**config.mk**
```make
export PLATFORM = sky130hd
export DESIGN_NAME = coin_acceptor
export DESIGN_NICKNAME = d
export VERILOG_FILES = /design/src/rtl/coin_acceptor.sv
export SDC_FILE = /design/constraint.sdc
export NUM_CORES = 1
export LEC_CHECK = 0
export ABC_AREA = 1
export BUFFER_PORTS_ARGS = -buffer_cell sky130_fd_sc_hd__buf_2
export CORE_MARGIN = 10
export CORE_UTILIZATION = 40
export DETAILED_ROUTE_END_ITERATION = 12
export GPL_TIMING_DRIVEN = 0
export MAX_ROUTING_LAYER = met4
export PLACE_DENSITY = 0.63
export SLEW_MARGIN = 20
export SYNTH_ARGS = -nofsm -noshare
export SYNTH_HDL_FRONTEND = slang
export SYNTH_SLANG_ARGS = --single-unit
```
**constraint.sdc**
```tcl
create_clock -name clk -period 7.7 [get_ports clk]
set_clock_uncertainty 0.1 [all_clocks]
set_input_delay 1.155 -clock clk [delete_from_list [all_inputs] [get_ports clk]]
set_output_delay 1.155 -clock clk [all_outputs]
set_load 0.005 [all_outputs]
```
**src/rtl/coin_acceptor.sv**
```systemverilog
// Coin sensor front end: per-slot synchroniser, debouncer and pulse-width FSM,
// then a small coin FIFO drained one code at a time with an idle gap.
module coin_acceptor #(
    parameter int DEBOUNCE_CYCLES = 4,
    parameter int MAX_PULSE       = 64,
    parameter int QDEPTH          = 4,
    parameter int GAP             = 1
) (
    input  logic                      clk,
    input  logic                      rst,
    input  logic                      coin5_raw,
    input  logic                      coin10_raw,
    input  logic                      enable,
    input  logic                      jam_clr,
    output logic [1:0]                coin,
    output logic                      reject,
    output logic                      jam,
    output logic [$clog2(QDEPTH):0]   pending
);
    localparam int DB_W  = $clog2(DEBOUNCE_CYCLES);
    localparam int PW_W  = $clog2(MAX_PULSE + 2);
    localparam int PTR_W = $clog2(QDEPTH);
    localparam int CNT_W = PTR_W + 1;
    localparam int GAP_W = (GAP > 1) ? $clog2(GAP) : 1;

    typedef enum logic [1:0] {
        CH_IDLE   = 2'd0,
        CH_HIGH   = 2'd1,
        CH_JAMMED = 2'd2
    } ch_state_t;

    typedef enum logic {
        EM_IDLE = 1'b0,
        EM_GAP  = 1'b1
    } em_state_t;

    // Channel index 0 is the 5-rupee slot, index 1 the 10-rupee slot.
    logic [1:0]       raw_s;
    logic [1:0]       sync1_r;
    logic [1:0]       sync2_r;
    logic [1:0]       deb_r;
    logic [DB_W-1:0]  db_cnt_r [2];
    ch_state_t        ch_state_r [2];
    logic [PW_W-1:0]  width_r [2];
    logic [1:0]       bad_r;

    logic             both_high_s;
    logic [1:0]       fall_ev_s;
    logic [1:0]       jam_ev_s;
    logic [1:0]       rej_ev_s;
    logic [1:0]       acc_ev_s;
    logic             full_s;
    logic             enq_s;
    logic [1:0]       enq_code_s;
    logic             pop_s;
    logic [2:0]       rej_total_s;

    logic [1:0]       fifo_r [QDEPTH];
    logic [PTR_W-1:0] wr_ptr_r;
    logic [PTR_W-1:0] rd_ptr_r;
    logic [CNT_W-1:0] count_r;
    em_state_t        em_state_r;
    logic [GAP_W-1:0] gap_cnt_r;
    logic [2:0]       rej_backlog_r;

    assign raw_s   = {coin10_raw, coin5_raw};
    assign pending = count_r;

    // Decode channel events and resolve each completed coin into accept or reject
    always_comb begin
        both_high_s = (ch_state_r[0] == CH_HIGH) && (ch_state_r[1] == CH_HIGH);
        full_s      = (count_r == CNT_W'(QDEPTH));
        fall_ev_s   = 2'b00;
        jam_ev_s    = 2'b00;
        rej_ev_s    = 2'b00;
        acc_ev_s    = 2'b00;
        for (int i = 0; i < 2; i++) begin
            if (ch_state_r[i] == CH_HIGH) begin
                if (width_r[i] > PW_W'(MAX_PULSE)) begin
                    jam_ev_s[i] = 1'b1;
                end else if (!deb_r[i]) begin
                    fall_ev_s[i] = 1'b1;
                end else begin
                    fall_ev_s[i] = 1'b0;
                end
            end else begin
                fall_ev_s[i] = 1'b0;
            end
            rej_ev_s[i] = fall_ev_s[i] && (bad_r[i] || both_high_s || !enable || full_s);
            acc_ev_s[i] = fall_ev_s[i] && !(bad_r[i] || both_high_s || !enable || full_s);
        end
        // Two clean falls in one cycle cannot happen: both channels would be HIGH together.
        enq_s       = |acc_ev_s;
        enq_code_s  = acc_ev_s[0] ? 2'b01 : 2'b10;
        pop_s       = (em_state_r == EM_IDLE) && (count_r != CNT_W'(0));
        rej_total_s = rej_backlog_r + {2'b00, rej_ev_s[0]} + {2'b00, rej_ev_s[1]};
    end

    // Synchronisers, debouncers and per-channel pulse FSMs
    always_ff @(posedge clk) begin
        if (rst) begin
            sync1_r <= 2'b00;
            sync2_r <= 2'b00;
            deb_r   <= 2'b00;
            bad_r   <= 2'b00;
            for (int i = 0; i < 2; i++) begin
                db_cnt_r[i]   <= '0;
                ch_state_r[i] <= CH_IDLE;
                width_r[i]    <= '0;
            end
        end else begin
            sync1_r <= raw_s;
            sync2_r <= sync1_r;
            for (int i = 0; i < 2; i++) begin
                if (sync2_r[i] == deb_r[i]) begin
                    db_cnt_r[i] <= '0;
                end else if (db_cnt_r[i] == DB_W'(DEBOUNCE_CYCLES - 1)) begin
                    deb_r[i]    <= ~deb_r[i];
                    db_cnt_r[i] <= '0;
                end else begin
                    db_cnt_r[i] <= db_cnt_r[i] + 1'b1;
                end

                case (ch_state_r[i])
                    CH_IDLE: begin
                        if (deb_r[i]) begin
                            ch_state_r[i] <= CH_HIGH;
                            width_r[i]    <= PW_W'(1);
                            bad_r[i]      <= 1'b0;
                        end else begin
                            ch_state_r[i] <= CH_IDLE;
                        end
                    end
                    CH_HIGH: begin
                        if (jam_ev_s[i]) begin
                            ch_state_r[i] <= CH_JAMMED;
                        end else if (fall_ev_s[i]) begin
                            ch_state_r[i] <= CH_IDLE;
                        end else begin
                            if (width_r[i] != PW_W'(MAX_PULSE + 1)) begin
                                width_r[i] <= width_r[i] + 1'b1;
                            end else begin
                                width_r[i] <= width_r[i];
                            end
                            if (both_high_s) begin
                                bad_r[i] <= 1'b1;
                            end else begin
                                bad_r[i] <= bad_r[i];
                            end
                        end
                    end
                    CH_JAMMED: begin
                        if (!deb_r[i]) begin
                            ch_state_r[i] <= CH_IDLE;
                        end else begin
                            ch_state_r[i] <= CH_JAMMED;
                        end
                    end
                    default: ch_state_r[i] <= CH_IDLE;
                endcase
            end
        end
    end

    // Coin FIFO, output emitter, reject serialiser and sticky jam flag
    always_ff @(posedge clk) begin
        if (rst) begin
            wr_ptr_r      <= '0;
            rd_ptr_r      <= '0;
            count_r       <= '0;
            em_state_r    <= EM_IDLE;
            gap_cnt_r     <= '0;
            coin          <= 2'b00;
            reject        <= 1'b0;
            rej_backlog_r <= 3'd0;
            jam           <= 1'b0;
        end else begin
            if (enq_s) begin
                fifo_r[wr_ptr_r] <= enq_code_s;
                wr_ptr_r         <= wr_ptr_r + 1'b1;
            end else begin
                wr_ptr_r <= wr_ptr_r;
            end
            if (pop_s) begin
                rd_ptr_r <= rd_ptr_r + 1'b1;
            end else begin
                rd_ptr_r <= rd_ptr_r;
            end
            case ({enq_s, pop_s})
                2'b10:   count_r <= count_r + 1'b1;
                2'b01:   count_r <= count_r - 1'b1;
                default: count_r <= count_r;
            endcase

            case (em_state_r)
                EM_IDLE: begin
                    if (pop_s) begin
                        coin       <= fifo_r[rd_ptr_r];
                        em_state_r <= EM_GAP;
                        gap_cnt_r  <= GAP_W'(GAP - 1);
                    end else begin
                        coin <= 2'b00;
                    end
                end
                EM_GAP: begin
                    coin <= 2'b00;
                    if (gap_cnt_r == GAP_W'(0)) begin
                        em_state_r <= EM_IDLE;
                    end else begin
                        gap_cnt_r <= gap_cnt_r - 1'b1;
                    end
                end
                default: begin
                    coin       <= 2'b00;
                    em_state_r <= EM_IDLE;
                end
            endcase

            // A double-coin reject owes two pulses; the backlog spreads them over cycles.
            if (rej_total_s != 3'd0) begin
                reject        <= 1'b1;
                rej_backlog_r <= rej_total_s - 3'd1;
            end else begin
                reject        <= 1'b0;
                rej_backlog_r <= 3'd0;
            end

            if (|jam_ev_s) begin
                jam <= 1'b1;
            end else if (jam_clr) begin
                jam <= 1'b0;
            end else begin
                jam <= jam;
            end
        end
    end
endmodule
```
==> results.yml, run 1 <==
die:
  die_y_microns: 103
  rows: 30
  die_w_microns: 103
  ios: 13
  dieArea_sq_um: 10600
  initial_core_util_pct: 40.9
  core-area_sq_um: 6720
sta:
  fin_crit_sh_pct: 37.3
  rsz0062_at_grt: "no"
  fin_tns_setup_ns: 0
  period_needed_ns: 2.87
  slew_viol_final: 0
  setup_viol: 0
  fmax_ghz: 0.348
  hold_violations: 0
setup_path:
  cp_num_buf_inv: 4
  slowest_delay_ns: 0.48
  crit_path_max_fanout: 6
  crit_arrival_ns: 3.03
  cpLargestDelayFamily: "adder cells"
  cp_cell_sequence: "inv_1 > ha_1 > nand2_1 > o21ai_2 > nand2_1 > or2_2 > fa_1 > inv_1 > ha_1 > inv_1 > ha_1 > ha_1 > nor2_1 > inv_1 > nor2_1"
  rrSetupSlack_ns: 4.83
  slowest_stage: "edfxtp_1"
  startpoint_type: "flip-flop"
  worstPathRequired_ns: 7.85
  critPathKind: "reg -> reg"
  cp-end-kind: "flip-flop"
clocking:
  h-tree-depth: 2
  cts_hold_buf: 0
  cts_tree: "yes"
  clkLatencyLatePin_ns: 0.31
  cts.repair.resized: 0
  clock-sinks: 55
  cts_setup_buffers: 0
  cts-root-buf: "clkbuf_8"
  path_clk_slew_ns: 0.10
  cts_made_buffers: 5
  cts_buffer_depth: 2
routing:
  vias_per_cell: 4.77
  drt_iter0_markers: 69
  wire_per_inst_microns: 10.9
  firstDrtPassIters: 4
  drt-total-wl_microns: 4530
  ant_nets: 0
  drc: 0
  vias: 1979
yosys:
  syn_area_per_cell_sq_um: 8.77
  ys_ff_latch: 55
  yosysTopAreaCell: "edfxtp_1"
  seq_area_frac_synth_pct: 50.7
  synth_commonest_cells: "inv_1, nor2_1, nand2_1"
  synthTopCellsByArea: "edfxtp_1, dfxtp_1, inv_1, ha_1, nor2_1"
  synthFlopType: "edfxtp_1"
  synth_top_area_share_pct: 31.7
  yosysWarningCount: 0
  syn_area_sq_um: 2750
  synth.distinct_cells: 31
  synthesis.instances: 313
  async_flop_share_pct: 0
  synth_enable_flop_cells: 29
  yosysMostFrequentCell: "inv_1"
grt:
  antenna_found_initial: 0
  grt_usage_pct: 9.73
  grt_pass1_vias: 1837
  grt_pass1_wl_microns: 7910
  grt_max_degree: 18
  grt_overflow_total: 0
power_and_ir_drop:
  max-vdd-ir-drop_mv: 0.117
  power_density_nw_per_um2: 235
  power.leakage_nw: 1.37
cells_and_area:
  diodes: 0
  area_delta_synth_final_pct: 9.25
  fin_util_pct: 44.7
  drive_gt1_share_pct: 11.0
  nets: 358
place:
  gp_congestion: 0.857
  io_buffers: 11
  dp_hpwl_microns: 3510
flow_run:
  max_cap_violations: 0
status:
  status: "complete, no violations"
worst_hold_path:
  min_path_type: "reg -> reg"
-- power by group --
part | total (mW) | leakage (nW) | switching (mW) | internal (mW)
clock network | 0.158 | 0.0445 | 0.0944 | 0.0638
logic | 0.174 | 0.814 | 0.107 | 0.0672
registers | 0.372 | 0.508 | 0.0219 | 0.350
total | 0.704 | 1.37 | 0.223 | 0.481
-- metal layers --
metal	GRT usage [%]	vias up	part of all wire (%)
met5	-	-	0
met4	3.21	0	1.2
met3	3.28	6	5.3
met2	16.0	41	48
met1	10.9	888	45
li1	-	1044	-
-- path summary, 6_finish.rpt --
kind / cells past startpoint / endpoint / from
setup / recovery: 15 / rej_backlog_r[2] / width_r[0][0]
hold / removal: 2 / sync2_r[1] / sync1_r[1]
setup reg to reg: 15 / rej_backlog_r[2] / width_r[0][0]
hold reg to reg: 2 / sync2_r[1] / sync1_r[1]
-- layout by cell type, fill, tap and decap left out, types with 2 or more instances in the layout --
| cell | n |
|---|---|
| o21ai_0 | 13 |
| nand2_1 | 33 |
| buf_2 | 15 |
| a31oi_1 | 2 |
| conb_1 | 4 |
| ha_1 | 16 |
| nor2_2 | 3 |
| clkbuf_8 | 5 |
| inv_1 | 60 |
| xor2_1 | 6 |
| dfxtp_1 | 26 |
| nand4_1 | 4 |
| a21oi_1 | 15 |
| or2_2 | 2 |
| nor2_1 | 52 |
| edfxtp_1 | 29 |
| fa_1 | 2 |
| nand3_1 | 21 |
| nand2_2 | 3 |
| xnor2_1 | 3 |
| nor3_1 | 4 |
| o211ai_1 | 4 |
-- cell families after synthesis --
group | synth area share (%)
XOR/XNOR | 2.87
AND/OR/NAND/NOR | 20.6
AO/OA/AOI/OAI | 7.88
flip-flops | 50.7
adder cells (fa/ha/maj) | 8.75
other | 0.137
buffers and inverters | 9.07
-- flip-flops by register name, indices dropped and copies added, names as in the netlist, 2 cells and up, named ones only --
register       cells
bad_r              2
ch_state_r         4
coin               2
db_cnt_r           4
deb_r              2
fifo_r             8
pending            3
rd_ptr_r           2
rej_backlog_r      3
sync1_r            2
sync2_r            2
width_r           14
wr_ptr_r           2
-- per-stage QoR --
stage	std cells	instance area, sq um	setup WS (ns)	power (mW)	hold WS (ns)
after floorplan	316	2760	4.84	0.507	0.288
after global placement	407	2910	4.62	0.548	0.292
after detailed placement	407	2910	4.58	0.554	0.292
after CTS	415	3000	4.79	0.715	0.305
after global routing	415	3000	4.58	0.761	0.332
final	415	3000	4.83	0.704	0.305
-- worst min-delay path, delay by kind of cell (launching register included) --
family                 cells  cell delay (ns)
DFF                        1             0.31
buffers and inverters      1             0.04
and+or+nand+nor            1             0.03
-- layout make-up --
type | instances | area, sq um
clock buffers | 5 | 68.8
multi-input cells | 196 | 1120
well taps | 80 | 100
flip-flops and latches | 55 | 1390
fillers | 671 | 3720
clock inverters | 3 | 18.8
plain buffers | 4 | 20.0
inverters | 61 | 229
repair buffers | 11 | 55.1
(Power assumes the default switching activity.)
==> inputs of run 2 (changes only) <==
ABC_AREA = 0   (was 1)
clock period = 2.95 ns   (was 7.7 ns; I/O delays follow)
==> run 2 against run 1 <==
Compared with the run above:
- utilization up 3.3 points
- via count down 16%
- largest cell class unchanged
- register-to-register slack worse by 4.8 ns
- highest routed layer unchanged
- synthesized cell count down 26%
- worst hold slack worse by 0.070 ns
- clock-buffer cell count unchanged
- design area up 1.5%
- sequential power up 150%
==> results.yml, run 2 <==
sta:
  fmax_ghz: 0.348
  hold_violations: 0
  fin_crit_sh_pct: 97.4
  slew_viol_final: 0
  period_needed_ns: 2.87
  setup_viol: 0
  slew-limit-headroom_pct: 50.2
  tightest_slew_ns: 0.726
setup_path:
  cpLargestDelayFamily: "adder cells"
  critPathKind: "reg -> reg"
  worstPathRequired_ns: 3.08
  slowest_stage: "edfxtp_1"
  crit_path_max_fanout: 4
  cp_common_cell: "ha_4"
  cp-end-kind: "flip-flop"
  cp_num_buf_inv: 3
  rrSetupSlack_ns: 0.08
  cp_cell_sequence: "inv_2 > ha_4 > nand2b_4 > o41a_1 > or3_4 > fa_2 > inv_2 > ha_4 > inv_4 > ha_4 > ha_4 > nor2_4 > and2_1"
  crit_arrival_ns: 3.00
  startpoint_type: "flip-flop"
  slowest_delay_ns: 0.43
cells_and_area:
  area_delta_synth_final_pct: 17.0
  regArea_sq_um: 1390
  regMostFlops: "width_r"
  drive_gt1_share_pct: 20.4
  nets: 288
  diodes: 0
  largest_reg_flops: 14
  fin_cells: 342
  nFillCells: 587
  final_cell_mix: "nor2_1, edfxtp_1, dfxtp_1"
  layout_commonest_cell: "nor2_1"
  multi_input_area_sq_um: 1240
  reg.largest.list: "width_r x14, fifo_r x8"
yosys:
  synth-compound-area-share_pct: 4.57
  async_flop_share_pct: 0
  synth_top_area_share_pct: 33.5
  seq_area_frac_synth_pct: 53.5
  synth-xor-area-share_pct: 5.72
  yosys.area_share.simple_pct: 19.4
  synth_top_family_by_area: "simple AND/OR/NAND/NOR gates"
  syn_area_sq_um: 2600
  synthFlopType: "edfxtp_1"
  synth_commonest_cells: "nor2_1, edfxtp_1, dfxtp_1"
  synth.distinct_cells: 38
  ys_ff_latch: 55
  yosysMostFrequentCell: "nor2_1"
  yosysTopAreaCell: "edfxtp_1"
  synthTopCellsByArea: "edfxtp_1, dfxtp_1, ha_1, nor2_1, xnor2_1"
  yosysWarningCount: 0
  synth_enable_flop_cells: 29
  synthesis.instances: 233
  syn_area_per_cell_sq_um: 11.2
  synthAdderAreaFrac_pct: 9.24
  synthMuxAreaShare_pct: 4.23
status:
  status: "complete, no violations"
routing:
  ant_nets: 0
  drt-total-wl_microns: 4330
  firstDrtPassIters: 4
  drc: 0
  vias: 1671
  wire_per_inst_microns: 12.7
  vias_per_cell: 4.89
  drt_iter0_markers: 52
die:
  core-area_sq_um: 6350
  die_y_microns: 101
  initial_core_util_pct: 41.0
  die_w_microns: 101
  dieArea_sq_um: 10100
  ios: 13
  rows: 29
power_and_ir_drop:
  fin_total_pwr_mw: 1.79
  power.leakage_nw: 1.16
  max-vdd-ir-drop_mv: 0.401
  power_density_nw_per_um2: 589
clocking:
  path_clk_slew_ns: 0.12
  clkLatencyLatePin_ns: 0.32
  cts_made_buffers: 5
  cts_tree: "yes"
  cts_buffer_depth: 2
  cts-root-buf: "clkbuf_8"
  h-tree-depth: 2
  clock-sinks: 55
place:
  gp_congestion: 0.796
  dp_hpwl_microns: 2990
  dpl.cell_count: 325
  io_buffers: 12
grt:
  grt_max_degree: 21
  grt_overflow_total: 0
  antenna_found_initial: 0
  grt_usage_pct: 8.98
  grt_pass1_wl_microns: 7310
  grt_pass1_vias: 1597
flow_run:
  max_cap_violations: 0
worst_hold_path:
  min_path_type: "in -> reg"
## run 2: timing repair
action | CTS | global route
endpoints found under the setup margin | 6 | 13
buffers inserted | 4 | 5
resized for setup | 11 | 13
pin swaps | 5 | 9
hold buffers | 0 | 0
endpoints found under the hold margin | 0 | 0
## run 2: metal layers
metal	share of wire, %	vias up	global-route usage [%]
met2	47	23	14.0
met1	49	790	11.2
met4	0.79	0	2.72
li1	-	853	-
met3	3.2	5	2.26
met5	0	-	-
## run 2: layout make-up
type	instances	share of cell area (%)
Clock inverter	3	1.11
Sequential cell	55	45.7
Buffer	4	0.493
Tap cell	77	3.16
Timing Repair Buffer	21	4.19
Clock buffer	5	2.26
Inverter	18	2.30
Multi-Input combinational cell	159	40.8
## run 2: logic make-up after synthesis
| family | count (synthesis) |
|---|---|
| other | 1 |
| xor gates and xnor gates | 17 |
| muxes | 8 |
| adders and majority gates | 18 |
| and+or+nand+nor | 95 |
| AOI/OAI and AO/OA | 17 |
| DFF | 55 |
| buffers and inverters | 22 |
## run 2: path summary, 6_finish.rpt
kind | startpoint | endpoint | cells past startpoint
max reg2reg | width_r[0][0] | rej_backlog_r[0] | 13
min | coin5_raw | sync1_r[0] | 2
max | width_r[0][0] | rej_backlog_r[0] | 13
min reg2reg | sync1_r[0] | sync2_r[0] | 1
## run 2: power by group
part | leakage [nW] | switching (mW) | total (mW) | internal, mW
logic | 0.595 | 0.206 | 0.420 | 0.214
registers | 0.512 | 0.0473 | 0.916 | 0.869
clock network | 0.0519 | 0.275 | 0.456 | 0.181
## run 2: stage by stage
step	setup slack [ns]	hold slack (ns)	TNS (ns)	cell area, sq um	util (%)
2_1_floorplan	0.0674	0.313	0	2610	-
3_3_place_gp	-0.147	0.323	-0.157	2770	43.6
3_5_place_dp	-0.205	0.327	-0.446	2770	43.6
4_1_cts	-0.00674	0.227	-0.00674	2940	46.3
5_1_grt	-0.0115	0.228	-0.0219	3040	47.9
6_report	0.0778	0.236	0	3040	47.9
==> inputs of run 3 (changes only) <==
CORE_MARGIN = unset   (was 10)
==> run 3 against run 2 <==
Compared with the run above:
- critical path depth did not move
- setup slack got worse by 0.0091 ns
- register-to-register slack barely moved
- worst hold slack improved by 0.0044 ns
- maximum frequency fell by 0.31%
- power fell by 0.25%
- global-route usage rose by 4.7 points
- largest power group unchanged
==> results.yml, run 3 (synthesized netlist as in run 2, its figures left out) <==
sta:
  slew-limit-headroom_pct: 46.3
  fmax_ghz: 0.347
  tightest_slew_ns: 0.784
  fin_crit_sh_pct: 97.7
  setup_viol: 0
  setup_slack_ns: 0.0687
  slew_viol_final: 0
  rsz0062_at_grt: "yes"
  fin_hold_ws_ns: 0.240
  hold_violations: 0
  period_needed_ns: 2.88
die:
  die_y_microns: 82.6
  rows: 29
  die_w_microns: 82.6
  core-area_sq_um: 6310
  initial_core_util_pct: 41.2
  ios: 13
  dieArea_sq_um: 6830
routing:
  drt_iter0_markers: 97
  vias: 1645
  drt-total-wl_microns: 4220
  wire_per_inst_microns: 12.3
  firstDrtPassIters: 4
  drc: 0
  vias_per_cell: 4.80
  ant_nets: 0
grt:
  grt_usage_pct: 13.7
  grt_pass1_vias: 1475
  antenna_found_initial: 0
  grt_max_degree: 19
  grt_pass1_wl_microns: 6720
  grt_overflow_total: 0
clocking:
  clkLatencyLatePin_ns: 0.30
  path_clk_slew_ns: 0.10
  clock-sinks: 55
  cts_made_buffers: 5
  cts_buffer_depth: 2
  cts_tree: "yes"
  h-tree-depth: 2
  cts-root-buf: "clkbuf_8"
cells_and_area:
  layout_commonest_cell: "nor2_1"
  nets: 289
  largest_reg_flops: 14
  reg.largest.list: "width_r x14, fifo_r x8"
  diodes: 0
  area_delta_synth_final_pct: 16.6
  drive_gt1_share_pct: 18.8
  final_cell_mix: "nor2_1, edfxtp_1, dfxtp_1"
  regArea_sq_um: 1390
  nFillCells: 604
  regMostFlops: "width_r"
  multi_input_area_sq_um: 1210
worst_hold_path:
  hp-start: "coin10_raw"
  min_path_type: "in -> reg"
setup_path:
  worstPathRequired_ns: 3.05
  r2r_start: "width_r[0][1]"
  critical_path.startpoint: "width_r[0][1]"
  crit_path_max_fanout: 2
  crit_arrival_ns: 2.98
  startpoint_type: "flip-flop"
  cp-end-kind: "flip-flop"
  critPathKind: "reg -> reg"
place:
  dp_hpwl_microns: 2950
  io_buffers: 12
  gp_congestion: 0.733
  dpl_worst_slack_ns: -0.263
power_and_ir_drop:
  switching_power_uw: 482
  fin_total_pwr_mw: 1.79
  intPower_mw: 1.31
  max-vdd-ir-drop_mv: 0.422
  pwr-share-comb_pct: 20.6
  power_density_nw_per_um2: 589
  power.leakage_nw: 1.18
  power_frac_seq_pct: 51.1
  power_frac_clock_pct: 28.3
  swShare_pct: 26.9
status:
  status: "complete, no violations"
flow_run:
  max_cap_violations: 0
run 3: path summary, 6_finish.rpt:
| path | endpoint | slack (ns) | cells past startpoint |
|---|---|---|---|
| worst max-delay path | rej_backlog_r[0] | 0.07 | 13 |
| worst min-delay path | sync1_r[1] | 0.24 | 2 |
| worst max register to register | rej_backlog_r[0] | 0.07 | 13 |
| worst min register to register | em_state_r | 0.35 | 1 |
run 3: worst max-delay path, cell delays in order (launching register included):
cell      delay [ns]
edfxtp_1        0.42
inv_2           0.10
ha_4            0.14
nand2b_4        0.05
o41a_1          0.37
or3_4           0.42
fa_2            0.34
inv_2           0.06
ha_1            0.22
inv_2           0.08
ha_4            0.14
ha_4            0.12
nor2_1          0.05
and2_1          0.18
run 3: area by class of cell:
cell class,count,share of cell area [%]
clock buffer,5,2.27
timing repair buffer,22,4.45
buffer,4,0.495
tap,77,3.18
inverter,18,2.23
sequential,55,45.9
multi-input combinational,159,40.0
clock inverter,3,1.48
run 3: per-stage QoR:
step                setup TNS [ns]  utilization (%)  cell area [sq um]  cells
CTS                              0             47.0               2970    338
global placement            -0.223             43.9               2770    325
floorplan                        0                -               2610    236
detailed placement          -0.640             43.9               2770    325
finish                           0             48.1               3030    343
global route              -0.00748             48.1               3030    343
run 3: per-layer routing:
layer	vias up	part of all wire [%]	GRT usage (%)
met4	0	0.95	4.14
met1	767	49	18.1
met5	-	0	-
met3	4	2.3	2.97
li1	858	-	-
met2	16	48	20.9
run 3: power groups by stage:
stage | clock (mW) | sequential [mW] | combinational, mW
finish | 0.506 | 0.914 | 0.368
global route | 0.544 | 0.925 | 0.422
CTS | 0.522 | 0.914 | 0.351
detailed placement | 0 | 0.930 | 0.308
global placement | 0 | 0.928 | 0.299
floorplan | 0 | 0.925 | 0.232
run 3: repair_timing:
item,4_1_cts,5_1_grt
buffers inserted,5,5
gates resized for setup,12,6
hold buffers,0,0
setup endpoints to repair,5,5
pin swaps,5,4
